<file path="config.mk">
export PLATFORM = sky130hd
export DESIGN_NAME = resource_arbiter_flat
export DESIGN_NICKNAME = d
export VERILOG_FILES = /design/src/rtl/resource_arbiter_pkg.sv /design/src/rtl/resource_arbiter_if.sv /design/src/rtl/resource_arbiter_rr_pick.sv /design/src/rtl/resource_arbiter.sv /design/src/flat_wrapper.sv
export SDC_FILE = /design/constraint.sdc
export NUM_CORES = 1
export LEC_CHECK = 0
export CAP_MARGIN = 30
export CORE_MARGIN = 1
export CORE_UTILIZATION = 32
export CTS_CLUSTER_DIAMETER = 30
export DETAILED_ROUTE_END_ITERATION = 16
export PLACE_DENSITY_LB_ADDON = 0.3
export SLEW_MARGIN = 20
export SYNTH_ARGS = -nofsm -noshare
export SYNTH_HDL_FRONTEND = slang
export SYNTH_SLANG_ARGS = --single-unit
</file>
<file path="constraint.sdc">
create_clock -name clk -period 1.85 [get_ports clk]
set_clock_uncertainty 0.1 [all_clocks]
set_input_delay 0.37 -clock clk [delete_from_list [all_inputs] [get_ports clk]]
set_output_delay 0.37 -clock clk [all_outputs]
set_load 0.02 [all_outputs]
</file>
<file path="src/rtl/resource_arbiter_pkg.sv">
// Shared constants and types for the round-robin resource arbiter.
// ID_W is derived from the default NUM_REQ; overrides of NUM_REQ must keep the same id width.
package resource_arb_pkg;

    localparam int NUM_REQ   = 4;
    localparam int DATA_W    = 32;
    localparam int RES_LAT   = 2;
    localparam int MAX_BURST = 4;
    localparam int ID_W      = (NUM_REQ > 1) ? $clog2(NUM_REQ) : 1;

    typedef enum logic {
        IDLE = 1'b0,
        OWN  = 1'b1
    } arb_state_e;

    typedef struct packed {
        logic            valid;
        logic [ID_W-1:0] id;
    } tag_t;

endpackage

</file>
<file path="src/rtl/resource_arbiter_if.sv">
// Request/grant, resource issue and result-return bundle between the pipelines,
// the shared resource and the arbiter (the arbiter is the slave end).
interface resource_arbiter_if #(
    parameter int NUM_REQ = resource_arb_pkg::NUM_REQ,
    parameter int DATA_W  = resource_arb_pkg::DATA_W
);
    logic [NUM_REQ-1:0]        req;
    logic [NUM_REQ*DATA_W-1:0] req_data;
    logic                      flush;
    logic [NUM_REQ-1:0]        grant;
    logic                      res_in_valid;
    logic [DATA_W-1:0]         res_in_data;
    logic [DATA_W-1:0]         res_out_data;
    logic [NUM_REQ-1:0]        resp_valid;
    logic [DATA_W-1:0]         resp_data;

    modport slave (
        input  req, req_data, flush, res_out_data,
        output grant, res_in_valid, res_in_data, resp_valid, resp_data
    );

    modport master (
        output req, req_data, flush, res_out_data,
        input  grant, res_in_valid, res_in_data, resp_valid, resp_data
    );
endinterface

</file>
<file path="src/rtl/resource_arbiter_rr_pick.sv">
// Combinational round-robin pick: first eligible request at or above rr_ptr,
// wrapping, with excluded requesters masked out.
module rr_pick #(
    parameter int NUM_REQ = 4,
    parameter int PTR_W   = 2
) (
    input  logic [NUM_REQ-1:0] req,
    input  logic [PTR_W-1:0]   rr_ptr,
    input  logic [NUM_REQ-1:0] exclude,
    output logic [NUM_REQ-1:0] winner,
    output logic               any_valid
);
    logic [NUM_REQ-1:0]   cand;
    logic [NUM_REQ-1:0]   rot;
    logic [NUM_REQ-1:0]   rot_win;
    logic [2*NUM_REQ-1:0] dbl_right;
    logic [2*NUM_REQ-1:0] dbl_left;

    // Rotate so rr_ptr sits at bit 0, take the lowest set bit, rotate back.
    always_comb begin
        cand      = req & ~exclude;
        dbl_right = {cand, cand} >> rr_ptr;
        rot       = dbl_right[NUM_REQ-1:0];
        rot_win   = '0;
        any_valid = 1'b0;
        for (int k = 0; k < NUM_REQ; k++) begin
            if (rot[k] && !any_valid) begin
                rot_win[k] = 1'b1;
                any_valid  = 1'b1;
            end
        end
        dbl_left = {rot_win, rot_win} << rr_ptr;
        winner   = dbl_left[2*NUM_REQ-1:NUM_REQ];
    end
endmodule

</file>
<file path="src/rtl/resource_arbiter.sv">
// Round-robin owner of one shared fixed-latency resource with bounded bursts;
// a tag pipe follows each issued word so its result returns to the requester.
module resource_arbiter #(
    parameter int NUM_REQ   = resource_arb_pkg::NUM_REQ,
    parameter int DATA_W    = resource_arb_pkg::DATA_W,
    parameter int RES_LAT   = resource_arb_pkg::RES_LAT,
    parameter int MAX_BURST = resource_arb_pkg::MAX_BURST
) (
    input  logic              clk,
    input  logic              reset,
    resource_arbiter_if.slave arb
);
    import resource_arb_pkg::*;

    localparam int                 BURST_W    = (MAX_BURST > 1) ? $clog2(MAX_BURST) : 1;
    localparam logic [BURST_W-1:0] BURST_LAST = BURST_W'(MAX_BURST - 1);
    localparam logic [NUM_REQ-1:0] ONE        = NUM_REQ'(1);

    arb_state_e         state, state_nx;
    logic [ID_W-1:0]    owner, owner_nx, rr_ptr, rr_ptr_nx, pick_idx;
    logic [BURST_W-1:0] burst_cnt, burst_nx;
    logic [NUM_REQ-1:0] excl, pick_oh, grant_q, resp_valid_q;
    logic               pick_any, transfer, do_release;
    logic [DATA_W-1:0]  req_words [NUM_REQ];
    logic [DATA_W-1:0]  resp_data_q;
    tag_t               tag_pipe [RES_LAT];
    tag_t               tag_last;

    function automatic logic [ID_W-1:0] ptr_after(input logic [ID_W-1:0] idx);
        return (idx == ID_W'(NUM_REQ - 1)) ? '0 : idx + 1'b1;
    endfunction

    for (genvar g = 0; g < NUM_REQ; g++) begin : g_words
        assign req_words[g] = arb.req_data[g*DATA_W +: DATA_W];
    end

    // The current owner is never a hand-off candidate.
    assign excl = (state == OWN) ? (ONE << owner) : '0;

    rr_pick #(.NUM_REQ(NUM_REQ), .PTR_W(ID_W)) u_pick (
        .req      (arb.req),
        .rr_ptr   (rr_ptr),
        .exclude  (excl),
        .winner   (pick_oh),
        .any_valid(pick_any)
    );

    always_comb begin
        pick_idx = '0;
        for (int i = 0; i < NUM_REQ; i++) begin
            if (pick_oh[i]) pick_idx = ID_W'(i);
        end
    end

    assign transfer         = |(grant_q & arb.req);
    assign arb.grant        = grant_q;
    assign arb.res_in_valid = transfer;
    assign arb.res_in_data  = transfer ? req_words[owner] : '0;
    assign arb.resp_valid   = resp_valid_q;
    assign arb.resp_data    = resp_data_q;

    always_comb begin
        // NOTE: every signal written here gets a default first, so no path can infer a latch.
        state_nx   = state;
        owner_nx   = owner;
        rr_ptr_nx  = rr_ptr;
        burst_nx   = burst_cnt;
        do_release = 1'b0;
        case (state)
            IDLE: begin
                if (pick_any) begin
                    state_nx  = OWN;
                    owner_nx  = pick_idx;
                    burst_nx  = '0;
                    rr_ptr_nx = ptr_after(pick_idx);
                end
            end
            OWN: begin
                if (!arb.req[owner]) begin
                    do_release = 1'b1;
                end else if (burst_cnt == BURST_LAST && pick_any) begin
                    do_release = 1'b1;
                end else if (burst_cnt != BURST_LAST) begin
                    burst_nx = burst_cnt + 1'b1;
                end
                if (do_release) begin
                    burst_nx = '0;
                    if (pick_any) begin
                        owner_nx  = pick_idx;
                        rr_ptr_nx = ptr_after(pick_idx);
                    end else begin
                        state_nx = IDLE;
                    end
                end
            end
            default: state_nx = IDLE;
        endcase
        // Flush wins over everything and leaves the round-robin pointer alone.
        if (arb.flush) begin
            state_nx  = IDLE;
            owner_nx  = owner;
            rr_ptr_nx = rr_ptr;
            burst_nx  = '0;
        end
    end

    always_ff @(posedge clk or negedge reset) begin
        if (!reset) begin
            state     <= IDLE;
            owner     <= '0;
            rr_ptr    <= '0;
            burst_cnt <= '0;
            grant_q   <= '0;
        end else begin
            // NOTE: non-blocking updates make every flop sample pre-edge values, independent of statement order.
            state     <= state_nx;
            owner     <= owner_nx;
            rr_ptr    <= rr_ptr_nx;
            burst_cnt <= burst_nx;
            grant_q   <= (state_nx == OWN) ? (ONE << owner_nx) : '0;
        end
    end

    assign tag_last = tag_pipe[RES_LAT-1];

    always_ff @(posedge clk or negedge reset) begin
        if (!reset) begin
            // NOTE: this array is reset on purpose; stale valid bits would return phantom results after reset.
            for (int k = 0; k < RES_LAT; k++) tag_pipe[k] <= '0;
        end else begin
            tag_pipe[0] <= arb.flush ? '0 : '{valid: transfer, id: owner};
            for (int k = 1; k < RES_LAT; k++) tag_pipe[k] <= arb.flush ? '0 : tag_pipe[k-1];
        end
    end

    always_ff @(posedge clk or negedge reset) begin
        if (!reset) begin
            resp_valid_q <= '0;
            resp_data_q  <= '0;
        end else if (arb.flush) begin
            resp_valid_q <= '0;
        end else begin
            resp_valid_q <= tag_last.valid ? (ONE << tag_last.id) : '0;
            if (tag_last.valid) resp_data_q <= arb.res_out_data;
        end
    end
endmodule

</file>
<file path="src/flat_wrapper.sv">
// flat-port wrapper written by rule: the top's interface ports become plain ports
module resource_arbiter_flat import resource_arb_pkg::*;
#(
    parameter int NUM_REQ   = resource_arb_pkg::NUM_REQ,
    parameter int DATA_W    = resource_arb_pkg::DATA_W,
    parameter int RES_LAT   = resource_arb_pkg::RES_LAT,
    parameter int MAX_BURST = resource_arb_pkg::MAX_BURST
)
  (clk, reset, arb_req, arb_req_data, arb_flush, arb_res_out_data, arb_grant, arb_res_in_valid, arb_res_in_data, arb_resp_valid, arb_resp_data);
  resource_arbiter_if #(.NUM_REQ(NUM_REQ), .DATA_W(DATA_W)) arb_i ();
  input  logic clk;
  input  logic reset;
  input wire logic [$bits(arb_i.req)-1:0] arb_req;
  input wire logic [$bits(arb_i.req_data)-1:0] arb_req_data;
  input wire logic [$bits(arb_i.flush)-1:0] arb_flush;
  input wire logic [$bits(arb_i.res_out_data)-1:0] arb_res_out_data;
  output wire logic [$bits(arb_i.grant)-1:0] arb_grant;
  output wire logic [$bits(arb_i.res_in_valid)-1:0] arb_res_in_valid;
  output wire logic [$bits(arb_i.res_in_data)-1:0] arb_res_in_data;
  output wire logic [$bits(arb_i.resp_valid)-1:0] arb_resp_valid;
  output wire logic [$bits(arb_i.resp_data)-1:0] arb_resp_data;
  assign arb_i.req = arb_req;
  assign arb_i.req_data = arb_req_data;
  assign arb_i.flush = arb_flush;
  assign arb_i.res_out_data = arb_res_out_data;
  assign arb_grant = arb_i.grant;
  assign arb_res_in_valid = arb_i.res_in_valid;
  assign arb_res_in_data = arb_i.res_in_data;
  assign arb_resp_valid = arb_i.resp_valid;
  assign arb_resp_data = arb_i.resp_data;
  resource_arbiter #(.NUM_REQ(NUM_REQ), .DATA_W(DATA_W), .RES_LAT(RES_LAT), .MAX_BURST(MAX_BURST)) u_core (.clk(clk), .reset(reset), .arb(arb_i));
endmodule
</file>
==> impl_metrics.ini, run 1 <==
[global_routing]
grt-ovfl-total = 0
first_global_vias = 3722
grt_use_met3 = 0.0485
gr-usage-met1 = 0.299
antenna_found_initial = 0
use_met2 = 0.437
grt_use_total = 0.242
grt_max_degree = 54
grt_pass1_wl_mm = 20.3
top_usage_layer = met2

[synth]
synth_top_area_frac = 0.401
yosys-top-cells-area = dfrtp_1 (40%), mux4_2 (22%), mux2_2 (12%)
ys_seq_area_frac = 0.401
syn-num-nets = 424
yosys_warnings = 0
ys_seq_elements = 53
synthCells = 256
synth-edff-count = 0
synth_ff_type = dfrtp_1
syn_area_mm2 = 0.00331
yosysUniqueCellTypes = 43
syn_area_per_cell_um2 = 12.9
synth_top_area_cell = dfrtp_1
async_reset_ff_frac = 1.00

[hold_path]
hold_path.class = reg2reg
min_path_cells = 1

[final_layout]
area_growth_syn_to_layout_pct = 109
drive_gt1_frac = 0.420
antennaDiodeCount = 0
final_core_util = 0.699
final_nets = 717

[timing]
worst_slew_pin_slew_ns = 0.501
slew_viol_final = 0
rsz0062_at_grt = true
layout_setup_ws_ns = -0.478
fin_crit_sh = 1.26
hold_violations = 0
fin_crit_ns = 2.33
relSlewSlack = 0.663
finalSetupViolations = 43
hold_ws_ns = 0.375
max_freq_ghz = 0.429

[floorplan]
die-area_mm2 = 0.0107
die_x_um = 104
fp.coreArea_mm2 = 0.00991
start_util = 0.334
die_y_um = 104
ios = 240
num_rows = 36

[cts]
clock_latency_ns = 0.30
cts_max_path_buffers = 2
root_buffer = clkbuf_8
clock-sinks = 53
htree_num_levels = 2
cts_tree = yes
cts_inserted_buffers = 5
clk_pin_slew_ns = 0.09

[worst_setup_path]
crit_path_start_kind = flop
cp_data_required_time_ns = 1.38
end_kind = output port
cp.arrival_ns = 1.86
cp_max_fo = 8
crit_type = reg2out
r2r_cells = 10

[power_and_ir_drop]
power.leakage_nw = 2.90
power_density_mw_per_mm2 = 1570
pwr-share-clk = 0.073
peakVddDrop_mv = 0.831
pwr-share-seq = 0.180
internal_power_mw = 6.57
netSwitchingFraction = 0.395
netSwitchingPower_mw = 4.29
power_frac_comb = 0.747

[flow_run]
drv_cap = 0

[placed_design]
io_buffers = 239
hpwl_mm = 9.33
gp_congestion = 0.878

[drt]
wl_mm = 13.2
num_vias = 3388
antenna_left = 0
drt_iter0_drc = 173
viasPerCell = 4.96
post_drt_wl_per_cell_um = 19.3
drc_errors = 0
first_pass_iters = 4

[outcome]
status = finished with violations
violations = negative setup slack
[power groups by stage]
stage	sequential, mW	clock (mW)	combinational (mW)
4_1_cts	1.94	0.825	7.77
3_5_place_dp	1.96	0	6.50
5_1_grt	2.03	0.869	8.53
3_3_place_gp	1.93	0	6.42
2_1_floorplan	2.39	0	3.41
6_report	1.95	0.797	8.11
[cells in the mapped netlist (2+ instances only)]
master     number
a21oi_1         8
and2_1          2
and3_1          3
buf_1           3
buf_2           7
clkbuf_1        8
dfrtp_1        53
inv_1           3
mux2_2         35
mux4_2         33
nand2_1        10
nand2b_1        3
nand3_1         2
nand4_1         2
nand4b_1        2
nand4bb_1       2
nor2_1         10
nor2b_1        39
nor3_1          4
o21ai_0         3
o221ai_2        2
[cell type report]
cell class	count	area (um^2)
inverters	3	13.8
well taps	133	166
multi-input cells	182	2250
clock buffers	7	86.3
fillers	728	2980
clock inverters	1	30.0
flip-flops and latches	53	1330
repair buffers	304	3050
[routing by layer]
layer | up-vias | share of wire
li1 | 1546 | -
met1 | 1704 | 0.39
met2 | 121 | 0.55
met3 | 17 | 0.047
met4 | 0 | 0.013
met5 | - | 0
[flip-flops by register name, indices dropped and copies added, names as in the netlist]
register               count
u_core.arb.resp_valid      4
u_core.arb.resp_data      32
u_core.arb.grant           4
u_core.rr_ptr              2
u_core.tag_last            3
u_core.owner               2
u_core.burst_cnt           2
u_core.state               1
u_core.tag_pipe            3
[worst paths after layout]
check,from,endpoint,slack (ns)
max reg2reg,u_core.owner[0],u_core.arb.grant[3],-0.46
max in group asynchronous,reset,u_core.owner[1],0.90
max,u_core.owner[0],arb_res_in_data[19],-0.48
min in group asynchronous,reset,u_core.arb.resp_data[27],0.50
min reg2reg,u_core.tag_last[1],u_core.arb.resp_valid[1],0.37
min,u_core.tag_last[1],u_core.arb.resp_valid[1],0.37
[per-stage QoR]
step	power, mW	setup WS (ns)	std cells	setup TNS (ns)	cell area [um^2]
CTS	10.5	-0.450	672	-16.95	6730
floorplan	5.80	-0.0892	256	-1.79	3500
finish	10.9	-0.478	683	-16.65	6930
detailed placement	8.46	-0.827	644	-33.25	6240
global placement	8.36	-0.800	644	-31.83	6240
global route	11.4	-0.544	683	-19.97	6930
[logic make-up (layout without fill, tap and decap cells)]
group                    after synthesis  count (layout)  synth area share
multiplexers                          69              69             0.347
flip-flops                            53              53             0.401
XOR/XNOR                               1               1           0.00492
adder cells (fa/ha/maj)                1               1           0.00378
AO/OA/AOI/OAI                         26              27            0.0620
AND/OR/NAND/NOR                       84              84             0.152
buffers and inverters                 22             315            0.0299
[cells in the final DEF (no fill, tap or decap), types with 3 or more instances in the layout]
master | synthesis | final
buf_12 | 0 | 12
a21oi_2 | 0 | 3
mux4_2 | 33 | 33
nand2b_1 | 3 | 3
nand2_1 | 10 | 7
o221ai_4 | 0 | 3
nor2_1 | 10 | 8
buf_6 | 1 | 29
dlygate4sd2_1 | 0 | 4
clkbuf_8 | 0 | 6
dfrtp_1 | 53 | 51
mux2_2 | 35 | 33
nor2b_1 | 39 | 18
nor3_2 | 0 | 3
buf_2 | 7 | 13
nor2b_4 | 0 | 17
nor2b_2 | 0 | 4
buf_4 | 0 | 43
a21oi_1 | 8 | 3
clkdlybuf4s50_1 | 0 | 198
[worst max-delay path, stage by stage (launching register included)]
cell	delay (ns)
dfrtp_2	0.48
buf_12	0.16
buf_6	0.09
mux4_2	0.53
nor2b_1	0.15
buf_4	0.15
[what timing repair did]
action	in CTS	in global routing
gates cloned	6	0
setup buffers	13	17
setup endpoints to repair	47	45
hold buffers	1	0
endpoints found under the hold margin	53	0
pin swaps	11	23
gates resized for setup	202	52
Note: power is estimated with default switching activity, not from simulation.
==> run 2: changes to the inputs <==
--- a/config.mk
+++ b/config.mk
@@ -6,6 +6,7 @@
 export NUM_CORES = 1
 export LEC_CHECK = 0
 export CAP_MARGIN = 30
+export CORE_ASPECT_RATIO = 1.75
 export CORE_MARGIN = 1
 export CORE_UTILIZATION = 32
 export CTS_CLUSTER_DIAMETER = 30
==> impl_metrics.ini, run 2 (same netlist as run 1, synthesis figures left out) <==
[worst_setup_path]
critical_path.top_delay_family = compound AO/OA/AOI/OAI gates
slowest_stage = dfrtp_2
crit_buf_inv = 3
end_kind = flop
crit_type = reg2reg
cp.arrival_ns = 2.48
cp_data_required_time_ns = 1.98
reg2reg_slack_ns = -0.51
path_cells = buf_12, buf_12, xor2_4, o221ai_4, nand4_1, buf_4, a21oi_2, nand2_1, a21oi_2, nor2b_1
cp_max_fo = 7
max_stage_delay_ns = 0.44
crit_path_start_kind = flop

[final_layout]
largest_register_ffs = 32
area_growth_syn_to_layout_pct = 111
final_cell_mix = clkdlybuf4s50_1 (201), dfrtp_1 (51), buf_4 (37)
final_nets = 713
nFillCells = 740
drive_gt1_frac = 0.407
mostFrequentLayoutCell = clkdlybuf4s50_1

[drt]
drc_errors = 0
drt_iter0_drc = 105
viasPerCell = 5.07
antenna_left = 0
wl_mm = 13.2
first_pass_iters = 4
num_vias = 3411
post_drt_wl_per_cell_um = 19.6

[cts]
cts_max_path_buffers = 2
cts_tree = yes
cts_inserted_buffers = 5
root_buffer = clkbuf_16
clk_pin_slew_ns = 0.07
clock-sinks = 53
clock_latency_ns = 0.29
htree_num_levels = 2

[placed_design]
gp_congestion = 0.827
hpwl_mm = 9.51
io_buffers = 239

[global_routing]
first_global_vias = 3780
grt_pass1_wl_mm = 19.4
grt_use_total = 0.239
grt-ovfl-total = 0
grt_max_degree = 54
antenna_found_initial = 2

[power_and_ir_drop]
peakVddDrop_mv = 1.11
power.leakage_nw = 2.90
power_density_mw_per_mm2 = 1590
totalPowerFinal_mw = 11.1

[floorplan]
ios = 240
die_x_um = 78.9
die_y_um = 137
die-area_mm2 = 0.0108
num_rows = 48
fp.coreArea_mm2 = 0.00997
start_util = 0.332

[timing]
relSlewSlack = 0.694
fin_crit_ns = 2.36
hold_violations = 0
rsz0062_at_grt = true
finalSetupViolations = 44
layout_setup_ws_ns = -0.505
hold_ws_ns = 0.374
tns_ns = -16.21
max_freq_ghz = 0.425
worst_slew_pin_slew_ns = 0.459
fin_crit_sh = 1.27
slew_viol_final = 0

[outcome]
violations = negative setup slack
status = finished with violations

[hold_path]
hold_path.class = reg2reg

[flow_run]
drv_cap = 0
run 2: changes by cell type in the layout (fill, tap and decap cells not counted), sizes merged:
cell | previous run | this run
dlymetal6s2s | 2 | 1
dlygate4sd2 | 4 | 3
o221ai | 4 | 3
diode | 0 | 2
clkinv | 0 | 1
clkdlybuf4s50 | 198 | 201
buf | 99 | 95
clkbuf | 7 | 6
run 2: cell type report:
class,instances,area [um^2],area share
inverter,3,13.8,0.00197
clock inverter,2,38.8,0.00556
clock buffer,6,129,0.0185
antenna,2,5.00,0.000717
tap,125,156,0.0224
sequential,53,1330,0.190
multi-input combinational,181,2210,0.316
timing repair buffer,301,3100,0.444
run 2: worst register-to-register path: cells and delay by family (launching register included):
family          cells  cell delay (ns)
compound gates      3             0.60
xor+xnor            1             0.20
buf+inv             3             0.49
simple gates        3             0.47
flops               1             0.44
run 2: power breakdown:
group,internal [mW],switching (mW),leakage [nW]
Clock,0.641,0.411,0.0811
Combinational,4.57,3.51,2.15
Sequential,1.64,0.327,0.672
Total,6.85,4.25,2.90
run 2: worst paths after layout:
check / from / to / cells after the start
setup / recovery: u_core.owner[0] / u_core.arb.grant[0] / 10
setup reg to reg: u_core.owner[0] / u_core.arb.grant[0] / 10
hold reg to reg: u_core.tag_pipe[5] / u_core.tag_last[2] / 1
min in group asynchronous: reset / u_core.arb.resp_data[11] / 3
hold / removal: u_core.tag_pipe[5] / u_core.tag_last[2] / 1
max in group asynchronous: reset / u_core.owner[1] / 3
run 2: what timing repair did:
action                     in CTS  in global routing
pin swaps                       6                  9
resized for setup             214                 42
hold buffers                    1                  0
cloned                          7                  0
setup endpoints to repair      44                 44
hold endpoints to repair       53                  0
setup buffers                  13                  9
run 2: per-layer routing:
metal  vias up  wire [um]  track usage
met4         0        493        0.104
met1      1639       4210        0.231
met2       196       7250        0.457
li1       1542          -            -
met3        34       1220       0.0693
met5         -          0            0
run 2: through the flow:
stage	instances	utilization	cell area, um^2	setup WS [ns]
global placement	637	0.625	6230	-0.774
floorplan	256	-	3500	-0.0892
finish	673	0.700	6980	-0.505
CTS	666	0.688	6860	-0.482
detailed placement	637	0.625	6230	-0.815
global route	673	0.700	6980	-0.594
